**config.mk**
```make
export PLATFORM = sky130hd
export DESIGN_NAME = serial_adder
export DESIGN_NICKNAME = d
export VERILOG_FILES = /design/src/rtl/serial_pkg.sv /design/src/rtl/serial_adder_full_adder.sv /design/src/rtl/serial_adder.sv
export SDC_FILE = /design/constraint.sdc
export NUM_CORES = 1
export LEC_CHECK = 0
export BUFFER_PORTS_ARGS = -buffer_cell sky130_fd_sc_hd__buf_2
export CAP_MARGIN = 20
export CELL_PAD_IN_SITES_DETAIL_PLACEMENT = 0
export CELL_PAD_IN_SITES_GLOBAL_PLACEMENT = 1
export CORE_MARGIN = 2
export CORE_UTILIZATION = 40
export CTS_CLUSTER_DIAMETER = 50
export CTS_CLUSTER_SIZE = 24
export DETAILED_ROUTE_END_ITERATION = 8
export GPL_ROUTABILITY_DRIVEN = 0
export MAX_ROUTING_LAYER = met4
export PLACE_DENSITY = 0.85
export SLEW_MARGIN = 25
export SYNTH_ARGS = -nofsm -noshare
export SYNTH_HDL_FRONTEND = slang
export SYNTH_HIERARCHICAL = 1
export SYNTH_SLANG_ARGS = --single-unit
```
**constraint.sdc**
```tcl
create_clock -name clk -period 1.4 [get_ports clk]
set_input_delay 0 -clock clk [delete_from_list [all_inputs] [get_ports clk]]
set_output_delay 0 -clock clk [all_outputs]
set_load 0.05 [all_outputs]
```
**src/rtl/serial_pkg.sv**
```systemverilog
// Shared definitions for the bit-serial adder: FSM state encoding and
// counter sizing helper.
package serial_pkg;

  localparam logic [1:0] ST_IDLE  = 2'd0;
  localparam logic [1:0] ST_SHIFT = 2'd1;
  localparam logic [1:0] ST_DONE  = 2'd2;

  // One extra bit over $clog2 so the counter can represent WIDTH-1 even for WIDTH=1.
  function automatic int cnt_w(input int width);
    return $clog2(width) + 1;
  endfunction

endpackage

```
**src/rtl/serial_adder_full_adder.sv**
```systemverilog
// Gate-level one-bit full adder used as the arithmetic cell of the serial adder.
module full_adder (
  input  logic a,
  input  logic b,
  input  logic c,
  output logic sum,
  output logic carry
);

  logic ab_x_s;

  assign ab_x_s = a ^ b;
  assign sum    = ab_x_s ^ c;
  assign carry  = (a & b) | (c & ab_x_s);

endmodule

```
**src/rtl/serial_adder.sv**
```systemverilog
// Bit-serial adder, LSB first, one bit per clock, start/busy/done handshake.
// Optional signed-overflow output is enabled by defining SERIAL_ADDER_OVF_EN.
module serial_adder
  import serial_pkg::*;
#(
  parameter int WIDTH = 8
) (
  input  logic             clk,
  input  logic             rst_n,
  input  logic             start,
  input  logic [WIDTH-1:0] a,
  input  logic [WIDTH-1:0] b,
  input  logic             cin,
  output logic             busy,
  output logic             done,
  output logic [WIDTH-1:0] sum,
  output logic             cout
`ifdef SERIAL_ADDER_OVF_EN
  ,
  output logic             ovf
`endif
);

  localparam int               CNT_W    = cnt_w(WIDTH);
  localparam logic [CNT_W-1:0] CNT_LAST = CNT_W'(WIDTH - 1);
  localparam logic [CNT_W-1:0] CNT_ONE  = CNT_W'(1);

  logic [1:0]       state_r;
  logic [1:0]       state_nxt_s;
  logic             load_s;
  logic             busy_nxt_s;
  logic             done_nxt_s;
  logic [WIDTH-1:0] a_sr_r;
  logic [WIDTH-1:0] b_sr_r;
  logic [WIDTH-1:0] acc_r;
  logic [WIDTH-1:0] acc_nxt_s;
  logic             carry_r;
  logic [CNT_W-1:0] cnt_r;
  logic             last_s;
  logic             fa_sum_s;
  logic             fa_co_s;

  full_adder u_fa (
    .a     (a_sr_r[0]),
    .b     (b_sr_r[0]),
    .c     (carry_r),
    .sum   (fa_sum_s),
    .carry (fa_co_s)
  );

  assign last_s = (cnt_r == CNT_LAST);

  // The new sum bit enters the accumulator MSB; a 1-bit accumulator is just the bit.
  generate
    if (WIDTH == 1) begin : g_acc_one
      assign acc_nxt_s = fa_sum_s;
    end else begin : g_acc_wide
      assign acc_nxt_s = {fa_sum_s, acc_r[WIDTH-1:1]};
    end
  endgenerate

  // FSM state register
  always_ff @(posedge clk or negedge rst_n) begin
    if (!rst_n) begin
      state_r <= ST_IDLE;
    end else begin
      state_r <= state_nxt_s;
    end
  end

  // FSM next-state logic; start is honoured only outside SHIFT
  always_comb begin
    state_nxt_s = state_r;
    load_s      = 1'b0;
    case (state_r)
      ST_IDLE: begin
        if (start) begin
          state_nxt_s = ST_SHIFT;
          load_s      = 1'b1;
        end else begin
          state_nxt_s = ST_IDLE;
        end
      end
      ST_SHIFT: begin
        if (last_s) begin
          state_nxt_s = ST_DONE;
        end else begin
          state_nxt_s = ST_SHIFT;
        end
      end
      ST_DONE: begin
        if (start) begin
          state_nxt_s = ST_SHIFT;
          load_s      = 1'b1;
        end else begin
          state_nxt_s = ST_IDLE;
        end
      end
      default: begin
        state_nxt_s = ST_IDLE;
        load_s      = 1'b0;
      end
    endcase
  end

  // FSM output decode from the upcoming state so busy/done can be registered
  always_comb begin
    busy_nxt_s = 1'b0;
    done_nxt_s = 1'b0;
    case (state_nxt_s)
      ST_SHIFT: busy_nxt_s = 1'b1;
      ST_DONE:  done_nxt_s = 1'b1;
      default: begin
        busy_nxt_s = 1'b0;
        done_nxt_s = 1'b0;
      end
    endcase
  end

  // Registered handshake outputs
  always_ff @(posedge clk or negedge rst_n) begin
    if (!rst_n) begin
      busy <= 1'b0;
      done <= 1'b0;
    end else begin
      busy <= busy_nxt_s;
      done <= done_nxt_s;
    end
  end

  // Operand shift registers, carry loop and bit counter
  always_ff @(posedge clk or negedge rst_n) begin
    if (!rst_n) begin
      a_sr_r  <= {WIDTH{1'b0}};
      b_sr_r  <= {WIDTH{1'b0}};
      acc_r   <= {WIDTH{1'b0}};
      carry_r <= 1'b0;
      cnt_r   <= {CNT_W{1'b0}};
    end else if (load_s) begin
      a_sr_r  <= a;
      b_sr_r  <= b;
      carry_r <= cin;
      cnt_r   <= {CNT_W{1'b0}};
    end else if (state_r == ST_SHIFT) begin
      a_sr_r  <= a_sr_r >> 1'b1;
      b_sr_r  <= b_sr_r >> 1'b1;
      acc_r   <= acc_nxt_s;
      carry_r <= fa_co_s;
      cnt_r   <= cnt_r + CNT_ONE;
    end
  end

  // Result registers, updated only on the final shift edge
  always_ff @(posedge clk or negedge rst_n) begin
    if (!rst_n) begin
      sum  <= {WIDTH{1'b0}};
      cout <= 1'b0;
`ifdef SERIAL_ADDER_OVF_EN
      ovf  <= 1'b0;
`endif
    end else if ((state_r == ST_SHIFT) && last_s) begin
      sum  <= acc_nxt_s;
      cout <= fa_co_s;
`ifdef SERIAL_ADDER_OVF_EN
      // Carry into the MSB differs from carry out of it exactly on signed overflow.
      ovf  <= carry_r ^ fa_co_s;
`endif
    end
  end

endmodule

```
# == After elaboration in Yosys (flattened, before gate mapping) ==
# Index checks and enable logic that the tools add are counted.
# word_totals
regBits,42
input_bits,20
out_inout_bits,11
elab_cells,42
# classes
n_addsub,1
n_eq_ne,5
muxes,15
bitwise,6
n_reduce_logical,5
# op_table
op,n
$mux 8,4
$mux 4,2
$mux 1,7
$add 4x1->4 const B,1
$eq 2x1->1 const B,2
$eq 2x2->1 const B,2
$eq 4x3->1 const B,1
$pmux 2 s2,1
$and 1x1->1,2
$logic_not 2->1,1
$mux 2,1
$reduce_and 2->1,1
$reduce_bool 2->1,1
$reduce_or 2->1,1
$xor 1x1->1,2
$logic_and 1x1->1,1
$not 1->1,1
$or 1x1->1,1

# == Logic depth before layout (Yosys ltp) ==
# depth
depth_word,5
depth_mapped,5
ltp_nobuf,4

# == Hierarchy ==
# The synthesis kept the hierarchy.
# by_module_without_submodules
module,n_inst,cells_per_inst,area_each_um2,seq_area_each_um2
serial_adder,1,115,1676.6,1026.0
full_adder,1,1,20.0,0.0

# == Worst setup path before layout ==
# Ideal clock, no wire load.
# synth_path
kind,reg-to-reg
from,register cnt_r[0]
to,register cout
setup_ns,0.125
arrival_ns,1.260
t_required_ns,1.275
path_slack_ns,0.016
path_stages_with_launch,6
path_buffers,1
period_less_slack_ns,1.384
path_cell_list,dfrtp_1 ha_1 nand2_1 nor3b_2 buf_6 mux2_2
# synth_via
elab_chain_cells,2
# synth_lines
element,line_no,source
from (decl),serial_adder.sv:38,logic [CNT_W-1:0] cnt_r;
from (signal assigned),serial_adder.sv:138,cnt_r <= {CNT_W{1'b0}};
from (signal assigned),serial_adder.sv:143,cnt_r <= {CNT_W{1'b0}};
from (signal assigned),serial_adder.sv:149,cnt_r <= cnt_r + CNT_ONE;
$eq 4x3->1,serial_adder.sv:51,assign last_s = (cnt_r == CNT_LAST);
$logic_and 1x1->1,serial_adder.sv:161,end else if ((state_r == ST_SHIFT) && last_s) begin
to (signal assigned),serial_adder.sv:163,cout <= fa_co_s;
to (decl),serial_adder.sv:17,output logic cout
# Every way passes these cells.
# A chain may end at the register's enable or synchronous reset.

# == Worst setup path after layout ==
# layout_path
from,register cnt_r[1]
to,register sum[3]
# layout_via
elab_chain_cells,2
# layout_lines
element,line_no,source
$eq 4x3->1,serial_adder.sv:51,
$logic_and 1x1->1,serial_adder.sv:161,
to (signal assigned),serial_adder.sv:156,sum <= {WIDTH{1'b0}};
to (signal assigned),serial_adder.sv:162,sum <= acc_nxt_s;
to (decl),serial_adder.sv:16,"output logic [WIDTH-1:0] sum,"
# Every way passes these cells.

==> metrics <==
area leader, netlist=dfrtp_1; sequential-to-total area share from yosys stat=60.5%; Final Worst Setup Slack=-46.3 ps; Post-Syn Nets=138; Max-slew headroom=66.6%; vias after detailed routing=1082; Static Leak=1.09 nW; Power Density=2490 nW/um^2; Cell Rows=23; initial antenna violation count=0; Worst setup EP type=register; status=complete, but fails checks; Max Root-Sink Buffers=2; # fillers=360; Final nets=180; maximum VDD drop=1250 uV; Tmin final=1450 ps; number of flops mapped to enable cells by yosys=0; # IOs=31; Yosys cell types=22; fin. max-slew vios=0; post-synth top area share=60.5%; synthesized cell area=1700 um^2; met1 wire length=1.36 mm; CP required=1570 ps; Final Instance Area=2070 um^2; unrepaired setup endpoints after global routing=true; Area contributors post-synth=dfrtp_1, mux2_2, a22o_1; failing checks=setup timing; P&R area growth vs syn=22.2%; drt pass-1 iters=4; DIE AREA=4780 um^2; CTS tree=done; final wirelength=2.93 mm; Placed Instance Area=1930 um^2; vias in the first global route=1167; Crit Path Class=register to register; Ant. Diodes=0; initial core utilization=42.1%; Iter 0 DRT Violations=66; Reg clk slew, reported paths=80 ps; Clk Latency, worst-skew pair=290 ps; Final Util=51.5%; largest fanout on the critical path=10; Final Setup Violations=9; DP HPWL=2.05 mm; Fin Hold WS=7.64 ps; met3 routed WL=111 um; Setup crit start kind=register; largest net degree at the start of global routing=23; Die W=69.1 um; f_max=691 MHz; skew final=4.62 ps; grt ovf=0; routed wire length per instance=14.0 um; Num CTS Buffers=5; Global Route Usage Sum=14.0%; Tightest Pin Transition=501 ps; fin crit share=103%; Routed Antenna Nets=0; layout cells sized above 1=42.1%; Post-CTS Setup Inserts=0; htree depth=2; top_reg_cell synth=dfrtp_1; vias per cell=5.18; Port-buffer cells=30; post-synthesis average cell area=14.6 um^2; core area=4030 um^2; Fin Setup TNS=-359 ps; first-pass GRT wire length=5.26 mm; HP Class=input port to register; Arr. time, crit path=1620 ps; uppermost layer routed=met4; ys async rst share=100%; total of warnings raised by yosys=6; met2 wire len=1.42 mm; Cells after Synth=116; drt drc=0; Seq cells post-synth=41; final hold violations=0; Sink Count=41; clock root cell=clkbuf_8; Die H=69.1 um; number of max-cap violations=0
what timing repair did:
item | 4_1_cts | 5_1_grt
resized for setup | 2 | 0
endpoints found under the hold margin | 23 | 0
hold buffers | 3 | 0
setup endpoints to repair | 11 | 9
synth_stat cells (2+ instances only):
cell	number
buf_2	3
a22o_1	19
nand2b_1	3
mux2i_1	2
buf_6	3
dfrtp_1	41
mux2_2	16
a21o_1	15
path summary, 6_finish.rpt:
kind | from | end | slack (ps) | depth (start not counted)
worst max-delay path | cnt_r[1] | sum[3] | -50 | 5
worst min register to register | b_sr_r[3] | b_sr_r[3] | 490 | 1
worst max register to register | cnt_r[1] | sum[3] | -50 | 5
min in group asynchronous | rst_n | b_sr_r[3] | 220 | 2
max in group asynchronous | rst_n | done | 700 | 3
worst min-delay path | a[6] | a_sr_r[6] | 8 | 3
routing by layer:
layer  up-vias  track usage [%]
li1        503                -
met4         0             5.88
met2        21             21.9
met3         4             3.65
met5         -                -
met1       554             17.4
critical path, stage by stage (launching register included):
cell	delay (ps)
dfrtp_1	360
ha_1	170
nand2_1	90
nor3b_2	200
buf_6	180
mux2_2	340
layout by cell type, fill, tap and decap left out:
cell           count
clkbuf_8           7
nand2b_1           3
buf_4              7
nor2_4             1
nand4_1            1
a22o_1            19
buf_6              1
dfrtp_1           41
nor3b_1            1
mux2_2            16
nor2b_4            1
buf_12             1
xnor2_1            1
o21ai_0            1
ha_1               1
a21o_1            15
and2b_4            1
fa_1               1
nor2_1             1
nor2b_1            1
mux2i_1            2
dlygate4sd3_1      3
buf_2             30
nand2_1            1
clkinv_2           1
nor3b_2            1
where the power goes:
part	total (mW)	leakage, nW	switching (mW)	internal [mW]
sequential	2.03	0.511	0.306	1.73
combinational	2.31	0.523	1.24	1.07
clock	0.822	0.0542	0.377	0.445
sequential cells by signal (all words and copies together) (netlist names):
register / count
a_sr_r: 8
acc_r: 7
b_sr_r: 8
busy: 1
carry_r: 1
cnt_r: 4
cout: 1
done: 1
state_r: 2
sum: 8
logic make-up (layout without fill, tap and decap cells):
kind of cell / after synthesis / in the layout / share of synthesized area (%)
flops: 41 / 41 / 60.5
mux: 18 / 18 / 11.8
fa+ha+maj: 2 / 2 / 1.92
xor+xnor: 1 / 1 / 0.516
compound gates: 35 / 35 / 16.7
buf+inv: 7 / 50 / 3.32
simple gates: 12 / 12 / 5.24
layout make-up:
class	instances	area, um^2	share of cell area (%)
clock inverter	1	5.00	0.241
clock buffer	7	96.3	4.65
timing repair buffer	42	264	12.7
tap	50	62.6	3.02
sequential	41	1030	49.5
multi-input combinational	68	619	29.9
metrics by stage:
step,cells,power (mW),worst slack [ps]
2_1_floorplan,116,3.83,15.6
3_3_place_gp,198,4.26,10.6
3_5_place_dp,198,4.37,-54.4
4_1_cts,209,5.23,-49.3
5_1_grt,209,5.54,-102
6_report,209,5.17,-46.3
No activity file was read; power rests on OpenSTA's default activity.
